--- src/rtl/fpu_issue.sv ---
// fpu_issue: in-order operand queue and scoreboard feeding a single FPU issue port.
// Optional build macro FPU_ISSUE_STATS_EN adds issue_cnt / stall_cnt counters.
module fpu_issue #(
  parameter int unsigned DEPTH = 4
) (
  input  logic        clk,
  input  logic        rst,
  input  logic        in_valid,
  output logic        in_ready,
  input  logic [5:0]  in_ds,
  input  logic [5:0]  in_dt,
  input  logic [31:0] in_ds_val,
  input  logic [31:0] in_dt_val,
  input  logic [5:0]  in_dd,
  input  logic [15:0] in_imm,
  input  logic [3:0]  in_ctrl,
  input  logic [6:0]  is_busy,
  input  logic [5:0]  fpu_addr,
  input  logic [31:0] fpu_dd_val,
  output logic [31:0] ds_val,
  output logic [31:0] dt_val,
  output logic [5:0]  dd,
  output logic [15:0] imm,
  output logic [3:0]  ctrl
`ifdef FPU_ISSUE_STATS_EN
  ,
  output logic [31:0] issue_cnt,
  output logic [31:0] stall_cnt
`endif
);

  localparam int unsigned PTR_W = (DEPTH > 1) ? $clog2(DEPTH) : 1;
  localparam int unsigned CNT_W = PTR_W + 1;

  typedef struct packed {
    logic [31:0] ds_val;
    logic [31:0] dt_val;
    logic [5:0]  dd;
    logic [15:0] imm;
    logic [3:0]  ctrl;
    logic [5:0]  ds;
    logic [5:0]  dt;
    logic        ds_wait;
    logic        dt_wait;
  } entry_t;

  entry_t           q     [DEPTH];
  entry_t           q_nxt [DEPTH];
  entry_t           new_e;
  logic [PTR_W-1:0] rd_ptr;
  logic [PTR_W-1:0] wr_ptr;
  logic [CNT_W-1:0] count;
  logic [CNT_W-1:0] count_nxt;
  logic [63:0]      pending;
  logic [63:0]      pending_nxt;
  logic [DEPTH-1:0] slot_valid;
  logic [7:0]       busy_ext;
  logic             head_valid;
  logic             issue;
  logic             enq;
  logic             ds_older;
  logic             dt_older;
  logic [32:0]      ds_res;
  logic [32:0]      dt_res;

  // Resolve one incoming operand into {wait, value}.
  function automatic logic [32:0] resolve_src(
    input logic [5:0]  src,
    input logic [31:0] rf_val,
    input logic        older_dd,
    input logic        pend,
    input logic [5:0]  wb_addr,
    input logic [31:0] wb_val
  );
    logic [32:0] r;
    r = {1'b0, rf_val};
    if (src == 6'd0) begin
      r = {1'b0, rf_val};
    end else if (older_dd) begin
      r = {1'b1, rf_val};
    end else if (wb_addr == src) begin
      r = {1'b0, wb_val};
    end else if (pend) begin
      r = {1'b1, rf_val};
    end
    return r;
  endfunction

  // Occupancy mask, head eligibility and enqueue decision.
  always_comb begin
    slot_valid = '0;
    for (int unsigned i = 0; i < DEPTH; i++) begin
      slot_valid[i] = CNT_W'(PTR_W'(PTR_W'(i) - rd_ptr)) < count;
    end
    busy_ext   = {1'b0, is_busy};
    head_valid = (count != CNT_W'(0));
    issue      = head_valid && !q[rd_ptr].ds_wait && !q[rd_ptr].dt_wait &&
                 !busy_ext[q[rd_ptr].ctrl[2:0]] &&
                 ((q[rd_ptr].dd == 6'd0) || !pending[q[rd_ptr].dd]);
    enq        = in_valid && in_ready && (in_ctrl != 4'd0);
  end

  // Build the entry being enqueued, including hazard detection and bypass.
  always_comb begin
    ds_older = 1'b0;
    dt_older = 1'b0;
    for (int unsigned i = 0; i < DEPTH; i++) begin
      if (slot_valid[i] && (q[i].dd == in_ds)) ds_older = 1'b1;
      if (slot_valid[i] && (q[i].dd == in_dt)) dt_older = 1'b1;
    end
    ds_res = resolve_src(in_ds, in_ds_val, ds_older, pending[in_ds], fpu_addr, fpu_dd_val);
    dt_res = resolve_src(in_dt, in_dt_val, dt_older, pending[in_dt], fpu_addr, fpu_dd_val);
    new_e         = '0;
    new_e.ds_val  = ds_res[31:0];
    new_e.ds_wait = ds_res[32];
    new_e.dt_val  = dt_res[31:0];
    new_e.dt_wait = dt_res[32];
    new_e.dd      = in_dd;
    new_e.imm     = in_imm;
    new_e.ctrl    = in_ctrl;
    new_e.ds      = in_ds;
    new_e.dt      = in_dt;
  end

  // Writeback wakeup of waiting operands, then insertion at the tail.
  always_comb begin
    for (int unsigned i = 0; i < DEPTH; i++) begin
      q_nxt[i] = q[i];
      if (slot_valid[i] && q[i].ds_wait && (fpu_addr != 6'd0) && (q[i].ds == fpu_addr)) begin
        q_nxt[i].ds_val  = fpu_dd_val;
        q_nxt[i].ds_wait = 1'b0;
      end
      if (slot_valid[i] && q[i].dt_wait && (fpu_addr != 6'd0) && (q[i].dt == fpu_addr)) begin
        q_nxt[i].dt_val  = fpu_dd_val;
        q_nxt[i].dt_wait = 1'b0;
      end
    end
    if (enq) q_nxt[wr_ptr] = new_e;
  end

  // Scoreboard and occupancy next state; a set wins over a same-cycle clear.
  always_comb begin
    pending_nxt = pending;
    if (fpu_addr != 6'd0) pending_nxt[fpu_addr] = 1'b0;
    if (issue && (q[rd_ptr].dd != 6'd0)) pending_nxt[q[rd_ptr].dd] = 1'b1;
    pending_nxt[0] = 1'b0;
    count_nxt = count + CNT_W'(enq) - CNT_W'(issue);
  end

  // Queue payload storage; validity is tracked by the pointers alone.
  always_ff @(posedge clk) begin
    q <= q_nxt;
  end

  // Queue control, scoreboard and ready flag.
  always_ff @(posedge clk) begin
    if (rst) begin
      rd_ptr   <= '0;
      wr_ptr   <= '0;
      count    <= '0;
      pending  <= '0;
      in_ready <= 1'b1;
    end else begin
      if (issue) rd_ptr <= rd_ptr + PTR_W'(1);
      if (enq)   wr_ptr <= wr_ptr + PTR_W'(1);
      count    <= count_nxt;
      pending  <= pending_nxt;
      in_ready <= (count_nxt < CNT_W'(DEPTH));
    end
  end

  // Registered issue bus; ctrl drops to a bubble when nothing issues.
  always_ff @(posedge clk) begin
    if (rst) begin
      ds_val <= '0;
      dt_val <= '0;
      dd     <= '0;
      imm    <= '0;
      ctrl   <= '0;
    end else if (issue) begin
      ds_val <= q[rd_ptr].ds_val;
      dt_val <= q[rd_ptr].dt_val;
      dd     <= q[rd_ptr].dd;
      imm    <= q[rd_ptr].imm;
      ctrl   <= q[rd_ptr].ctrl;
    end else begin
      ctrl   <= 4'd0;
    end
  end

`ifdef FPU_ISSUE_STATS_EN
  // Issue and head-stall counters, free-running with natural wrap.
  always_ff @(posedge clk) begin
    if (rst) begin
      issue_cnt <= '0;
      stall_cnt <= '0;
    end else begin
      if (issue)               issue_cnt <= issue_cnt + 32'd1;
      if (head_valid && !issue) stall_cnt <= stall_cnt + 32'd1;
    end
  end
`endif

endmodule

--- config.mk ---
export PLATFORM = sky130hd
export DESIGN_NAME = fpu_issue
export DESIGN_NICKNAME = d
export VERILOG_FILES = /design/src/rtl/fpu_issue.sv
export SDC_FILE = /design/constraint.sdc
export NUM_CORES = 1
export LEC_CHECK = 0
export CAP_MARGIN = 20
export CORE_MARGIN = 5
export CORE_UTILIZATION = 25
export DETAILED_ROUTE_END_ITERATION = 8
export REMOVE_ABC_BUFFERS = 1
export SLEW_MARGIN = 15
export SYNTH_ARGS = -nofsm -noshare
export SYNTH_HDL_FRONTEND = slang
export SYNTH_SLANG_ARGS = --single-unit
--- constraint.sdc ---
create_clock -name clk -period 9.7 [get_ports clk]
set_input_delay 1.94 -clock clk [delete_from_list [all_inputs] [get_ports clk]]
set_output_delay 1.94 -clock clk [all_outputs]
set_load 0.01 [all_outputs]
==> results.cfg <==
[outcome]
outcome = complete, no violations

[die]
coreArea_mm2 = 0.114
dieArea_mm2 = 0.122
initial_utilization_pct = 25.2
die_width_um = 349
die_y_um = 349
ios = 241
num_rows = 124

[layout]
nets = 2888
final_cell_area_mm2 = 0.0347
fin_cells = 4292
nFillCells = 11700
area_growth_pct = 20.8
seq_area_mm2 = 0.0131
final_util_pct = 30.4
multiInputGateArea_mm2 = 0.0147
drive_gt1_share_pct = 20.2

[pwr]
p_leak_nw = 12.3
peakVddDrop_uv = 165
p_per_area_mw_per_mm2 = 253

[global_routing]
antenna_found_initial = 6
grt_use_total_pct = 14.2
grt_max_degree = 107
overflow = 0
grt_pass1_vias = 20100
grt_pass1_wl_mm = 133

[critical_path]
crit_arrival_ns = 6.13
crit_required_ns = 10.23
critPathKind = reg -> reg
cp_max_fo = 106
max_stage_delay_ns = 0.97
r2r-start = rd_ptr[0]
worstReg2RegEnd = in_ready
endpoint_kind = flip-flop
reg2reg_depth = 17
worstSetupStartpointType = flip-flop
crit_top_cell = inv_1
r2r_slack_ns = 4.10
cp_slowest_cell = mux4_2
path_cells = mux4_2, nor2b_1, a221oi_1, o211ai_1, and3_1, o31ai_4, buf_12, inv_2, ha_1, inv_1, ha_1, inv_1, fa_1, xnor2_1, xnor2_1, nor2b_1, inv_1

[sta]
setup_violations = 0
rsz0062_at_grt = no
relSlewSlack_pct = 26.1
worst_pin_slew_ns = 1.11
slew_violations = 0
min_period_ns = 5.60
max_clock_freq_mhz = 179
skew_ns = 0.0442
finalCritPeriodShare_pct = 57.7
hold_viol = 0
setup_tns_ns = 0

[synth]
synth_edf_count = 152
synth_simple_gate_area_share_pct = 12.2
synth.area.mux_share_pct = 27.1
yosysTopAreaCell = dfxtp_1
ys_types = 55
synth-main-ff-cell = dfxtp_1
yosys-top-cells-count = 425 x dfxtp_1, 352 x nand2_1, 260 x o21ai_0
ys_ff_latch = 577
synth_fa_ha_area_share_pct = 0.505
synth-xor-area-share_pct = 3.42
ys_warn_count = 0
netlist_area_mm2 = 0.0287
syn-mean-instance-area_um2 = 11.0
ys_async_sr_fraction_pct = 0
synth_top_family_by_area = multiplexers
synth_area_leaders = dfxtp_1 30%, edfxtp_1 16%, mux4_2 10%, mux2_2 10%, mux2i_1 6.6%
yosysMostFrequentCell = dfxtp_1
synth_cells = 2605
synth-compound-area-share_pct = 7.45
yosysSeqAreaShare_pct = 45.5
yosysTopAreaCellShare_pct = 29.6

[route]
vias = 20700
drt-initial-drc-count = 1949
ant_nets = 0
dr.pass1.iters = 6
post_drt_wl_per_cell_um = 20.8
routed_wl_mm = 89.3
drc = 0
viasPerCell = 4.83

[clocking]
clock-sinks = 577
cts_tree = yes
cts_buffer_depth = 3
root_buffer = clkbuf_16
cts-resized-gates = 0
htreeDepth = 3
clkLatencyLatePin_ns = 0.64
cts_setup_buffers = 0
ctsHoldBuffers = 0
path_clk_slew_ns = 0.06
numCtsBuffers = 69

[min_path]
hold_depth = 2
min_delay_worst_endpoint = imm[2]
hold_path_class = reg -> reg
hold_path_startpoint = imm[2]

[place]
placed_cells = 4167
gp_congestion = 0.800
dp_hpwl_mm = 53.3
placed_area_mm2 = 0.0324
port-buffer-count = 240

[flow_run]
maxCapViolations = 0
-- critical path, delay by kind of cell, from the launching register on --
kind	cells	cell delay [ns]
compound gates	3	0.74
xor+xnor	2	0.31
fa+ha+maj	3	0.88
buf+inv	5	0.94
flops	1	0.79
mux	1	0.97
simple gates	3	0.76
-- per-layer routing --
layer  up-vias  part of all wire, %  GRT usage (%)
li1       9618                    -              -
met2       794                   47           23.0
met3       115                  7.3           3.10
met1     10200                   44           19.3
met4         4                  2.1           3.84
met5         -                0.038              0
-- cell usage in the layout, fill, tap and decap left out, types with 23 or more instances in the layout --
| cell type | instances |
|---|---|
| dfxtp_1 | 423 |
| nand2_1 | 348 |
| o21ai_0 | 260 |
| mux2_2 | 259 |
| clkdlybuf4s50_1 | 237 |
| mux2i_1 | 189 |
| nand2b_1 | 172 |
| edfxtp_1 | 152 |
| mux4_2 | 131 |
| clkbuf_16 | 71 |
| xnor2_1 | 64 |
| o31ai_1 | 64 |
| nand3b_1 | 62 |
| xor2_1 | 48 |
| buf_4 | 39 |
| nor2_1 | 23 |
-- where the power goes --
group	total, mW	switching, mW	internal [mW]
combinational	2.69	1.31	1.38
sequential	3.47	0.342	3.13
clock	2.62	1.08	1.55
-- metrics by stage --
| step | power (mW) | worst slack [ns] | hold slack, ns |
|---|---|---|---|
| global route | 9.31 | 3.79 | 0.501 |
| detailed placement | 6.22 | 3.78 | 0.467 |
| global placement | 6.17 | 3.72 | 0.461 |
| CTS | 8.90 | 4.04 | 0.477 |
| floorplan | 5.36 | -2.30 | 0.448 |
| finish | 8.78 | 4.10 | 0.470 |
-- area by class of cell --
cell class | count | share of cell area (%)
inverters | 21 | 0.227
well taps | 1512 | 5.45
clock buffers | 96 | 5.59
multi-input cells | 1777 | 42.2
repair buffers | 281 | 7.81
diodes | 2 | 0.0144
clock inverters | 26 | 0.956
flip-flops and latches | 577 | 37.7
-- cell families (layout without fill, tap and decap cells) --
logic type,Yosys count,in the layout
xor gates and xnor gates,112,112
other,0,2
and+or+nand+nor,702,702
DFF,577,577
muxes,581,581
adders and majority gates,11,11
AOI/OAI and AO/OA,371,371
buffers and inverters,251,424
-- worst max path at each step --
stage,start,to,cells after the start
finish,rd_ptr[0],in_ready,17
global route,rd_ptr[0],in_ready,17
CTS,rd_ptr[0],in_ready,17
detailed placement,is_busy[5],in_ready,16
global placement,is_busy[5],in_ready,16
floorplan,rd_ptr[0],in_ready,16
Power figures use the tool's default switching activity.
